$ cat src/rtl/fft_reorder_buf_pkg.sv
`default_nettype none
// ============================================================================
//  Module   : fft_reorder_buf_pkg
//  Purpose  : Shared FFT definitions (frame size, sample width) plus the
//             reorder-buffer read-FSM state encoding.
//  Revision : 1.0  initial release
// ============================================================================

// Frame length exponent and packed complex sample width shared by FFT blocks.
`ifndef TOTAL_STAGE
`define TOTAL_STAGE 4
`endif
`ifndef CPLX_WIDTH
`define CPLX_WIDTH 32
`endif

package fft_reorder_buf_pkg;

  // Number of points in one FFT frame.
  localparam int FFT_POINTS = 1 << `TOTAL_STAGE;

  // Read-side sequencer states.
  typedef enum logic [1:0] {
    R_IDLE = 2'd0,
    R_RUN  = 2'd1,
    R_DONE = 2'd2
  } rd_state_e;

endpackage
`default_nettype wire

$ cat src/rtl/fft_reorder_buf_if.sv
`default_nettype none
// ============================================================================
//  Module   : fft_reorder_buf_if
//  Purpose  : Write strobe bus from the bit-reverse stage and the valid/ready
//             sample stream towards the first butterfly stage.
//  Revision : 1.0  initial release
// ============================================================================
interface fft_reorder_buf_if #(
  parameter int N_STAGE = `TOTAL_STAGE,
  parameter int DW      = `CPLX_WIDTH
);
  logic               ien;
  logic [N_STAGE-1:0] iaddr;
  logic [DW-1:0]      idata;
  logic               ovalid;
  logic               oready;
  logic [N_STAGE-1:0] oaddr;
  logic [DW-1:0]      odata;
  logic               olast;

  // Environment side: produces writes, consumes the output stream.
  modport master (
    output ien, iaddr, idata, oready,
    input  ovalid, oaddr, odata, olast
  );

  // Buffer side.
  modport slave (
    input  ien, iaddr, idata, oready,
    output ovalid, oaddr, odata, olast
  );
endinterface
`default_nettype wire

$ cat src/rtl/fft_reorder_ram.sv
`default_nettype none
// ============================================================================
//  Module   : fft_reorder_ram
//  Purpose  : Simple dual-port RAM, one write port and one registered read
//             port with read enable. Kept separate so a vendor block RAM can
//             be dropped in.
//  Revision : 1.0  initial release
// ============================================================================
module fft_reorder_ram
  import fft_reorder_buf_pkg::*;
#(
  parameter int AW = 5,
  parameter int DW = 32
) (
  input  logic          clk,
  input  logic          rst_n,
  input  logic          we_i,
  input  logic [AW-1:0] waddr_i,
  input  logic [DW-1:0] wdata_i,
  input  logic          re_i,
  input  logic [AW-1:0] raddr_i,
  output logic [DW-1:0] rdata_o
);
  localparam int DEPTH = 1 << AW;

  logic [DW-1:0] mem_q [DEPTH];
  logic [DW-1:0] rdata_q;

  // Storage array: plain write port, no reset so it maps onto block RAM.
  always_ff @(posedge clk) begin
    if (we_i) begin
      mem_q[waddr_i] <= wdata_i;
    end
  end

  // Read output register; cleared by reset so the stream data reads 0.
  always_ff @(posedge clk or negedge rst_n) begin
    if (!rst_n) begin
      rdata_q <= '0;
    end else if (re_i) begin
      rdata_q <= mem_q[raddr_i];
    end
  end

  assign rdata_o = rdata_q;
endmodule
`default_nettype wire

$ cat src/rtl/fft_reorder_buf.sv
`default_nettype none
// ============================================================================
//  Module   : fft_reorder_buf
//  Purpose  : Ping-pong frame buffer after the FFT bit-reverse stage. Frames
//             are written at bit-reversed indices and streamed out in natural
//             order over valid/ready.
//  Options  : FFT_REORDER_OVF_CNT_EN adds a 16-bit saturating dropped-write
//             counter output ovf_cnt.
//  Revision : 1.0  initial release
// ============================================================================
module fft_reorder_buf
  import fft_reorder_buf_pkg::*;
#(
  parameter int N_STAGE = `TOTAL_STAGE,
  parameter int DW      = `CPLX_WIDTH
) (
  input  logic               clk,
  input  logic               rst_n,
  fft_reorder_buf_if.slave   bus,
  output logic               ovf,
  input  logic               ovf_clr
`ifdef FFT_REORDER_OVF_CNT_EN
  ,
  output logic [15:0]        ovf_cnt
`endif
);
  localparam logic [N_STAGE-1:0] C_LAST_IDX = '1;

  logic               wr_bank_q;
  logic [N_STAGE-1:0] wr_cnt_q;
  logic [1:0]         bank_full_q;
  logic [1:0]         bank_full_d;
  logic               ovf_q;

  rd_state_e          state_q;
  logic               rd_bank_q;
  logic [N_STAGE-1:0] rd_idx_q;
  logic               ovalid_q;
  logic [N_STAGE-1:0] oaddr_q;
  logic               olast_q;

  logic w_wr_full;
  logic w_wr_acc;
  logic w_drop;
  logic w_wr_done;
  logic w_rd_en;
  logic w_rel;

  // Full flag is sampled before any same-cycle release, so a write to the
  // bank being freed this cycle is still dropped.
  assign w_wr_full = bank_full_q[wr_bank_q];
  assign w_wr_acc  = bus.ien && !w_wr_full;
  assign w_drop    = bus.ien && w_wr_full;
  assign w_wr_done = w_wr_acc && (wr_cnt_q == C_LAST_IDX);
  assign w_rd_en   = (state_q == R_RUN) && (!ovalid_q || bus.oready);
  assign w_rel     = (state_q == R_DONE) && ovalid_q && bus.oready && olast_q;

  // Bank ownership: writer fills a bank, reader frees it after olast is taken.
  always_comb begin
    bank_full_d = bank_full_q;
    if (w_wr_done) bank_full_d[wr_bank_q] = 1'b1;
    if (w_rel)     bank_full_d[rd_bank_q] = 1'b0;
  end

  // Write side: count accepted writes, hand the bank over after a full frame.
  always_ff @(posedge clk or negedge rst_n) begin
    if (!rst_n) begin
      wr_bank_q   <= 1'b0;
      wr_cnt_q    <= '0;
      bank_full_q <= 2'b00;
    end else begin
      bank_full_q <= bank_full_d;
      if (w_wr_acc) begin
        if (w_wr_done) begin
          wr_cnt_q  <= '0;
          wr_bank_q <= ~wr_bank_q;
        end else begin
          wr_cnt_q  <= wr_cnt_q + N_STAGE'(1);
        end
      end
    end
  end

  // Sticky overflow flag; a drop beats a same-cycle clear.
  always_ff @(posedge clk or negedge rst_n) begin
    if (!rst_n) begin
      ovf_q <= 1'b0;
    end else if (w_drop) begin
      ovf_q <= 1'b1;
    end else if (ovf_clr) begin
      ovf_q <= 1'b0;
    end
  end

`ifdef FFT_REORDER_OVF_CNT_EN
  logic [15:0] ovf_cnt_q;

  // Saturating dropped-write count; a same-cycle clear restarts it at one.
  always_ff @(posedge clk or negedge rst_n) begin
    if (!rst_n) begin
      ovf_cnt_q <= '0;
    end else if (w_drop) begin
      if (ovf_clr)                  ovf_cnt_q <= 16'd1;
      else if (ovf_cnt_q != 16'hFFFF) ovf_cnt_q <= ovf_cnt_q + 16'd1;
    end else if (ovf_clr) begin
      ovf_cnt_q <= '0;
    end
  end

  assign ovf_cnt = ovf_cnt_q;
`endif

  // Read sequencer: issue reads in natural order, stream attributes are
  // registered alongside the RAM output and hold under backpressure.
  always_ff @(posedge clk or negedge rst_n) begin
    if (!rst_n) begin
      state_q   <= R_IDLE;
      rd_bank_q <= 1'b0;
      rd_idx_q  <= '0;
      ovalid_q  <= 1'b0;
      oaddr_q   <= '0;
      olast_q   <= 1'b0;
    end else begin
      case (state_q)
        R_IDLE: begin
          if (bank_full_q[rd_bank_q]) begin
            rd_idx_q <= '0;
            state_q  <= R_RUN;
          end
        end
        R_RUN: begin
          if (w_rd_en) begin
            ovalid_q <= 1'b1;
            oaddr_q  <= rd_idx_q;
            olast_q  <= (rd_idx_q == C_LAST_IDX);
            rd_idx_q <= rd_idx_q + N_STAGE'(1);
            if (rd_idx_q == C_LAST_IDX) state_q <= R_DONE;
          end
        end
        R_DONE: begin
          if (w_rel) begin
            ovalid_q  <= 1'b0;
            olast_q   <= 1'b0;
            rd_bank_q <= ~rd_bank_q;
            state_q   <= R_IDLE;
          end
        end
        default: state_q <= R_IDLE;
      endcase
    end
  end

  fft_reorder_ram #(
    .AW (N_STAGE + 1),
    .DW (DW)
  ) u_ram (
    .clk     (clk),
    .rst_n   (rst_n),
    .we_i    (w_wr_acc),
    .waddr_i ({wr_bank_q, bus.iaddr}),
    .wdata_i (bus.idata),
    .re_i    (w_rd_en),
    .raddr_i ({rd_bank_q, rd_idx_q}),
    .rdata_o (bus.odata)
  );

  assign bus.ovalid = ovalid_q;
  assign bus.oaddr  = oaddr_q;
  assign bus.olast  = olast_q;
  assign ovf        = ovf_q;
endmodule
`default_nettype wire

$ cat src/flat_wrapper.sv
// flat-port wrapper written by rule: the top's interface ports become plain ports
module fft_reorder_buf_flat import fft_reorder_buf_pkg::*;
#(
  parameter int N_STAGE = `TOTAL_STAGE,
  parameter int DW      = `CPLX_WIDTH
)
  (clk, rst_n, ovf, ovf_clr, bus_ien, bus_iaddr, bus_idata, bus_oready, bus_ovalid, bus_oaddr, bus_odata, bus_olast);
  fft_reorder_buf_if #(.N_STAGE(N_STAGE), .DW(DW)) bus_i ();
  input  logic clk;
  input  logic rst_n;
  output logic ovf;
  input  logic ovf_clr;
  input wire logic [$bits(bus_i.ien)-1:0] bus_ien;
  input wire logic [$bits(bus_i.iaddr)-1:0] bus_iaddr;
  input wire logic [$bits(bus_i.idata)-1:0] bus_idata;
  input wire logic [$bits(bus_i.oready)-1:0] bus_oready;
  output wire logic [$bits(bus_i.ovalid)-1:0] bus_ovalid;
  output wire logic [$bits(bus_i.oaddr)-1:0] bus_oaddr;
  output wire logic [$bits(bus_i.odata)-1:0] bus_odata;
  output wire logic [$bits(bus_i.olast)-1:0] bus_olast;
  assign bus_i.ien = bus_ien;
  assign bus_i.iaddr = bus_iaddr;
  assign bus_i.idata = bus_idata;
  assign bus_i.oready = bus_oready;
  assign bus_ovalid = bus_i.ovalid;
  assign bus_oaddr = bus_i.oaddr;
  assign bus_odata = bus_i.odata;
  assign bus_olast = bus_i.olast;
  fft_reorder_buf #(.N_STAGE(N_STAGE), .DW(DW)) u_core (.clk(clk), .rst_n(rst_n), .bus(bus_i), .ovf(ovf), .ovf_clr(ovf_clr));
endmodule
$ cat config.mk
export PLATFORM = sky130hd
export DESIGN_NAME = fft_reorder_buf_flat
export DESIGN_NICKNAME = d
export VERILOG_FILES = /design/src/rtl/fft_reorder_buf_pkg.sv /design/src/rtl/fft_reorder_buf_if.sv /design/src/rtl/fft_reorder_ram.sv /design/src/rtl/fft_reorder_buf.sv /design/src/flat_wrapper.sv
export SDC_FILE = /design/constraint.sdc
export NUM_CORES = 1
export LEC_CHECK = 0
export ABC_AREA = 1
export CAP_MARGIN = 20
export CELL_PAD_IN_SITES_DETAIL_PLACEMENT = 0
export CELL_PAD_IN_SITES_GLOBAL_PLACEMENT = 2
export CORE_AREA = 2 2 323 325
export CTS_BUF_LIST = sky130_fd_sc_hd__clkbuf_2 sky130_fd_sc_hd__clkbuf_4 sky130_fd_sc_hd__clkbuf_8
export DETAILED_ROUTE_END_ITERATION = 10
export DIE_AREA = 0 0 325 327
export PLACE_DENSITY = 0.84
export SYNTH_ARGS = -nofsm -noshare
export SYNTH_HDL_FRONTEND = slang
export SYNTH_SLANG_ARGS = --single-unit
$ cat constraint.sdc
create_clock -name clk -period 3.5 [get_ports clk]
set_clock_uncertainty 0.2 [all_clocks]
set_input_delay 0.7 -clock clk [delete_from_list [all_inputs] [get_ports clk]]
set_output_delay 0.7 -clock clk [all_outputs]
set_load 0.02 [all_outputs]
==> results.py, run 1 <==
metrics = {
    "yosys": {
        "synth_top_family_by_area": "simple AND/OR/NAND/NOR gates",
        "ys_warn_count": 0,
        "synth_fa_ha_area_share_pct": 0.0558,
        "synth_cells": 4151,
        "synth_nets": 4194,
        "synth.area.mux_share_pct": 0.0223,
        "netlist_area_um2": 44800,
        "yosysSeqAreaShare_pct": 71.6,
        "synth_xor_area_share_pct": 0.0391,
        "yosysUniqueCellTypes": 27,
        "synth_ff_type": "edfxtp_1",
        "ys_ff_latch": 1077,
        "yosys.area_share.simple_pct": 21.0,
        "synth_compound_area_share_pct": 1.33,
        "avgSynthCellArea_um2": 10.8,
        "synth_edf_count": 1024,
        "async_flop_share_pct": 4.92,
    },
    "global_routing": {
        "antenna_found_initial": 7,
        "grt_usage_pct": 23.5,
        "grt_max_degree": 168,
        "grt_overflow_total": 0,
        "grt_pass1_wl_mm": 185,
        "grt_pass1_vias": 28568,
    },
    "sta": {
        "rsz0062_at_grt": "no",
        "fin_crit_ns": 2.89,
        "finalSetupViolCount": 0,
        "max_freq_mhz": 346,
        "finalCritPeriodShare_pct": 82.5,
        "worst_pin_slew_ns": 0.918,
        "finalSetupTns_ns": 0,
        "drv_slew": 0,
        "finalHoldViolCount": 0,
        "slew_headroom_pct": 38.8,
    },
    "pwr": {
        "p_leak_nw": 20.6,
        "pwr_density_cell_nw_per_um2": 719,
        "switchingPower_w": 0.0135,
        "p_int_w": 0.0236,
        "swShare_pct": 36.3,
        "p_seq_share_pct": 39.4,
        "comb_power_share_pct": 30.9,
        "clockPowerShare_pct": 29.7,
        "vdd_drop_max_v": 0.00106,
    },
    "worst_setup_path": {
        "path_delay_family": "buffers and inverters",
        "slowest_delay_ns": 0.68,
        "path_cells": "clkdlybuf4s50_1",
        "r2r_slack_ns": 0.72,
        "cp.required_ns": 2.60,
        "arrival_ns": 1.99,
        "cp_slowest_cell": "clkdlybuf4s50_1",
        "end_kind": "output port",
        "worst-path-buf-inv": 1,
        "crit_type": "reg2out",
        "path_max_fanout": 2,
        "startpoint_type": "flip-flop",
    },
    "placement": {
        "hpwl_mm": 72.7,
        "gp_congestion": 0.785,
        "port_buffers": 79,
        "placed_cell_area_um2": 48000,
    },
    "floorplanning": {
        "die_h_um": 327,
        "start_util_pct": 43.6,
        "ios": 80,
        "coreArea_um2": 103000,
        "die_area_um2": 106000,
        "num_rows": 118,
        "die_w_um": 325,
    },
    "layout": {
        "nets": 4374,
        "final_cell_area_um2": 51500,
        "area_growth_pct": 15.0,
        "drive_gt1_share_pct": 11.1,
    },
    "clocking": {
        "path_clk_slew_ns": 0.06,
        "tritoncts": "done",
        "h-tree-depth": 4,
        "insertion_delay_ns": 0.86,
        "clockBufferDepth": 3,
        "cts.sinks": 1077,
        "clockRootBuffer": "clkbuf_8",
        "cts_made_buffers": 179,
    },
    "route": {
        "dr.pass1.iters": 5,
        "vias_per_cell": 5.04,
        "drt_iter0_drc": 2861,
        "wl_per_cell_um": 21.3,
        "wirelength_mm": 125,
        "vias": 29527,
        "ant_nets": 0,
        "drc": 0,
    },
    "status": {
        "outcome": "complete, no violations",
    },
    "min_path": {
        "hp-class": "in2reg",
    },
    "flow_run": {
        "drv_cap": 0,
    },
}
[synth_stat cells, types with 4 or more instances]
library cell  count  area [um^2]
nand3_1         620         3100
buf_2           101          505
inv_1           433         1630
edfxtp_1       1024        30700
buf_1            23         86.3
buf_4            19          143
buf_6             4         45.0
dfrtp_1          53         1330
nand2_1        1437         5390
clkbuf_1         72          270
o21ai_0          44          220
a21oi_1          65          325
nor2_1          237          890
[worst paths after layout]
| check | endpoint | start | cells after the start |
|---|---|---|---|
| worst max-delay path | bus_odata[17] | u_core.u_ram.rdata_o[17] | 1 |
| worst min-delay path | u_core.ovf | ovf_clr | 2 |
| worst max register to register | u_core.u_ram.rdata_o[5] | u_core.rd_idx_q[0] | 10 |
| worst min register to register | u_core.u_ram.rdata_o[14] | u_core.u_ram.rdata_o[14] | 2 |
| max in group asynchronous | u_core.u_ram.rdata_o[29] | rst_n | 3 |
| min in group asynchronous | u_core.bus.oaddr[2] | rst_n | 2 |
[per-stage QoR]
step / power [W] / hold WS, ns / utilization (%) / setup WS [ns] / instances
2_1_floorplan: 0.0218 / 0.204 / - / 0.275 / 4151
3_3_place_gp: 0.0264 / 0.267 / 46.6 / 0.463 / 5529
3_5_place_dp: 0.0264 / 0.268 / 46.6 / 0.503 / 5529
4_1_cts: 0.0374 / 0.156 / 50.1 / 0.556 / 5860
5_1_grt: 0.0390 / 0.209 / 50.1 / 0.548 / 5861
6_report: 0.0371 / 0.215 / 50.1 / 0.613 / 5862
[kinds of logic after synthesis]
| group | count (synthesis) |
|---|---|
| AOI/OAI and AO/OA | 116 |
| xor gates and xnor gates | 2 |
| adders and majority gates | 2 |
| buffers and inverters | 657 |
| DFF | 1077 |
| muxes | 1 |
| and+or+nand+nor | 2296 |
[state kept, by name, summed over array words and instances (netlist names)]
| signal | count |
|---|---|
| u_core.bank_full_q | 2 |
| u_core.bus.oaddr | 4 |
| u_core.bus.olast | 1 |
| u_core.bus.ovalid | 1 |
| u_core.ovf | 1 |
| u_core.rd_bank_q | 1 |
| u_core.rd_idx_q | 4 |
| u_core.state_q | 2 |
| u_core.u_ram.mem_q | 1024 |
| u_core.u_ram.rdata_o | 32 |
| u_core.wr_bank_q | 1 |
| u_core.wr_cnt_q | 4 |
[repair_timing]
item                      CTS  global route
hold endpoints to repair   28             0
buffers inserted            0             0
gates resized for setup     0             0
hold buffers                1             0
[cells in the final DEF, fill, tap and decap left out, types with 2 or more instances in the layout]
master and n:
a21oi_1 65, a22oi_1 2, buf_12 36, buf_2 21, buf_4 103, bufinv_16 2, clkbuf_4 63, clkbuf_8 192
clkdlybuf4s50_1 58, clkinv_1 40, clkinv_2 24, clkinvlp_4 2, dfrtp_1 49, dfrtp_4 3, diode_2 2, edfxtp_1 1024
ha_1 2, inv_1 430, inv_12 2, inv_2 2, inv_6 2, inv_8 6, nand2_1 1436, nand3_1 620
nor2_1 205, nor2_4 32, o21ai_0 44, xor2_1 2
[area by class of cell]
type	instances	area, um^2
Multi-Input combinational cell	2417	10300
Clock buffer	255	3120
Clock inverter	75	447
Fill cell	9211	51400
Antenna cell	2	5.00
Inverter	437	1660
Tap cell	1380	1730
Timing Repair Buffer	219	2190
Sequential cell	1077	32100
[per-layer routing]
layer,track usage (%),share of wire (%),vias up
li1,-,-,14125
met5,0,0.031,-
met1,33.9,45,14227
met2,36.7,46,996
met3,4.15,6.6,173
met4,6.96,2.1,6
[power groups by stage]
stage	Clock (W)	Combinational (W)	Sequential, W
finish	0.0110	0.0115	0.0146
global route	0.0118	0.0126	0.0146
CTS	0.0112	0.0115	0.0146
detailed placement	0	0.0115	0.0149
global placement	0	0.0115	0.0149
floorplan	0	0.00682	0.0150
(Power assumes the default switching activity.)
==> inputs of run 2 (changes only) <==
clock period = 2.93 ns   (was 3.5 ns; I/O delays follow)
==> run 2 against run 1 <==
Register-to-register slack got worse by 0.32 ns. Sequential power grew 19%. Clock power increased by 20%. Cell area up 1.8%. Flip-flop and latch count stayed put. Non-clock buffer count is 38 higher. Via count is 0.82% higher. Core utilization grew 0.92 points. Largest cell class unchanged.
==> results.py, run 2 (synthesis gave the netlist of run 1 again) <==
metrics = {
    "status": {
        "outcome": "complete, no violations",
    },
    "clocking": {
        "ctsResizeCount": 0,
        "postCtsSetupRepairBufs": 0,
        "clockBufferDepth": 3,
        "h-tree-depth": 4,
        "path_clk_slew_ns": 0.06,
        "cts_made_buffers": 178,
        "tritoncts": "done",
        "cts.sinks": 1077,
        "cts_hold_buffers": 1,
        "insertion_delay_ns": 0.83,
        "clockRootBuffer": "clkbuf_8",
    },
    "route": {
        "dr.pass1.iters": 5,
        "drt_iter0_drc": 3041,
        "ant_nets": 0,
        "vias": 29769,
        "drc": 0,
        "wirelength_mm": 125,
        "vias_per_cell": 5.05,
        "wl_per_cell_um": 21.2,
    },
    "pwr": {
        "switchingPower_w": 0.0157,
        "pwr_density_cell_nw_per_um2": 847,
        "p_seq_share_pct": 39.2,
        "swShare_pct": 35.4,
        "total_power_w": 0.0445,
        "comb_power_share_pct": 31.0,
        "p_int_w": 0.0287,
        "vdd_drop_max_v": 0.000807,
        "clockPowerShare_pct": 29.8,
        "p_leak_nw": 20.9,
    },
    "worst_setup_path": {
        "slowest_delay_ns": 0.64,
        "path_max_fanout": 2,
        "cp.required_ns": 2.14,
        "end_kind": "output port",
        "arrival_ns": 1.89,
        "path_delay_family": "buffers and inverters",
        "path_cells": "clkdlybuf4s50_1",
        "crit_type": "reg2out",
        "worst-path-buf-inv": 1,
        "startpoint_type": "flip-flop",
        "cp_slowest_cell": "clkdlybuf4s50_1",
    },
    "placement": {
        "hpwl_mm": 72.8,
        "gp_congestion": 0.806,
        "place_ws_ns": 0.238,
        "dp_cells": 5567,
        "port_buffers": 79,
    },
    "sta": {
        "rsz0062_at_grt": "no",
        "drv_slew": 0,
        "worst_pin_slew_ns": 0.852,
        "slew_headroom_pct": 43.2,
        "timing.final.ws_setup_ns": 0.253,
        "finalSetupTns_ns": 0,
        "max_freq_mhz": 374,
        "fin_crit_ns": 2.68,
        "finalCritPeriodShare_pct": 91.4,
        "finalHoldViolCount": 0,
        "finalSetupViolCount": 0,
    },
    "layout": {
        "layout_common_cells": "nand2_1, edfxtp_1, nand3_1",
        "top_register": "u_core.u_ram.mem_q",
        "layout_commonest_cell": "nand2_1",
        "drive_gt1_share_pct": 11.3,
        "largest_register_ffs": 1024,
        "fin_cells": 5896,
        "area_growth_pct": 17.1,
        "nets": 4411,
    },
    "min_path": {
        "hp-class": "in2reg",
    },
    "floorplanning": {
        "die_area_um2": 106000,
        "die_h_um": 327,
        "start_util_pct": 43.6,
        "coreArea_um2": 103000,
        "ios": 80,
        "num_rows": 118,
        "die_w_um": 325,
    },
    "global_routing": {
        "grt_pass1_wl_mm": 186,
        "grt_overflow_total": 0,
        "antenna_found_initial": 5,
        "grt_usage_pct": 23.5,
        "grt_max_degree": 83,
        "grt_pass1_vias": 29226,
    },
    "flow_run": {
        "drv_cap": 0,
    },
}
==> run 2: layout make-up <==
type	instances	area, um^2
flip-flops and latches	1077	32100
fillers	9110	50400
clock buffers	259	3110
inverters	437	1660
multi-input cells	2417	10300
diodes	4	10.0
repair buffers	257	3110
clock inverters	65	468
well taps	1380	1730
==> run 2: power by group through the flow <==
stage	clock (W)	combinational [W]	sequential [W]
2_1_floorplan	0	0.00815	0.0179
3_3_place_gp	0	0.0139	0.0178
3_5_place_dp	0	0.0139	0.0177
4_1_cts	0.0135	0.0139	0.0174
5_1_grt	0.0142	0.0152	0.0175
6_report	0.0132	0.0138	0.0174
==> run 2: metrics by stage <==
stage	utilization [%]	instance area [um^2]	hold WS, ns
after floorplan	-	44800	0.0904
after global placement	47.5	48900	0.263
after detailed placement	47.5	48900	0.266
after CTS	51.0	52500	0.0672
after global routing	51.0	52500	0.147
final	51.0	52500	0.154
==> run 2: final timing paths <==
| path | startpoint | end | slack [ns] | cells after the start |
|---|---|---|---|---|
| max reg2reg | u_core.rd_idx_q[0] | u_core.u_ram.rdata_o[17] | 0.40 | 11 |
| min in group asynchronous | rst_n | u_core.bus.oaddr[1] | 0.29 | 3 |
| min | ovf_clr | u_core.ovf | 0.15 | 2 |
| max | u_core.u_ram.rdata_o[2] | bus_odata[2] | 0.25 | 1 |
| max in group asynchronous | rst_n | u_core.rd_idx_q[1] | 1.61 | 3 |
| min reg2reg | u_core.u_ram.rdata_o[10] | u_core.u_ram.rdata_o[10] | 0.28 | 2 |
==> run 2: per-layer routing <==
layer | vias up | GRT usage (%) | routed length (um)
met5 | - | 0 | 26
met4 | 4 | 6.83 | 2520
met3 | 174 | 3.72 | 7580
met2 | 896 | 37.6 | 58300
met1 | 14484 | 33.4 | 56600
li1 | 14211 | - | -
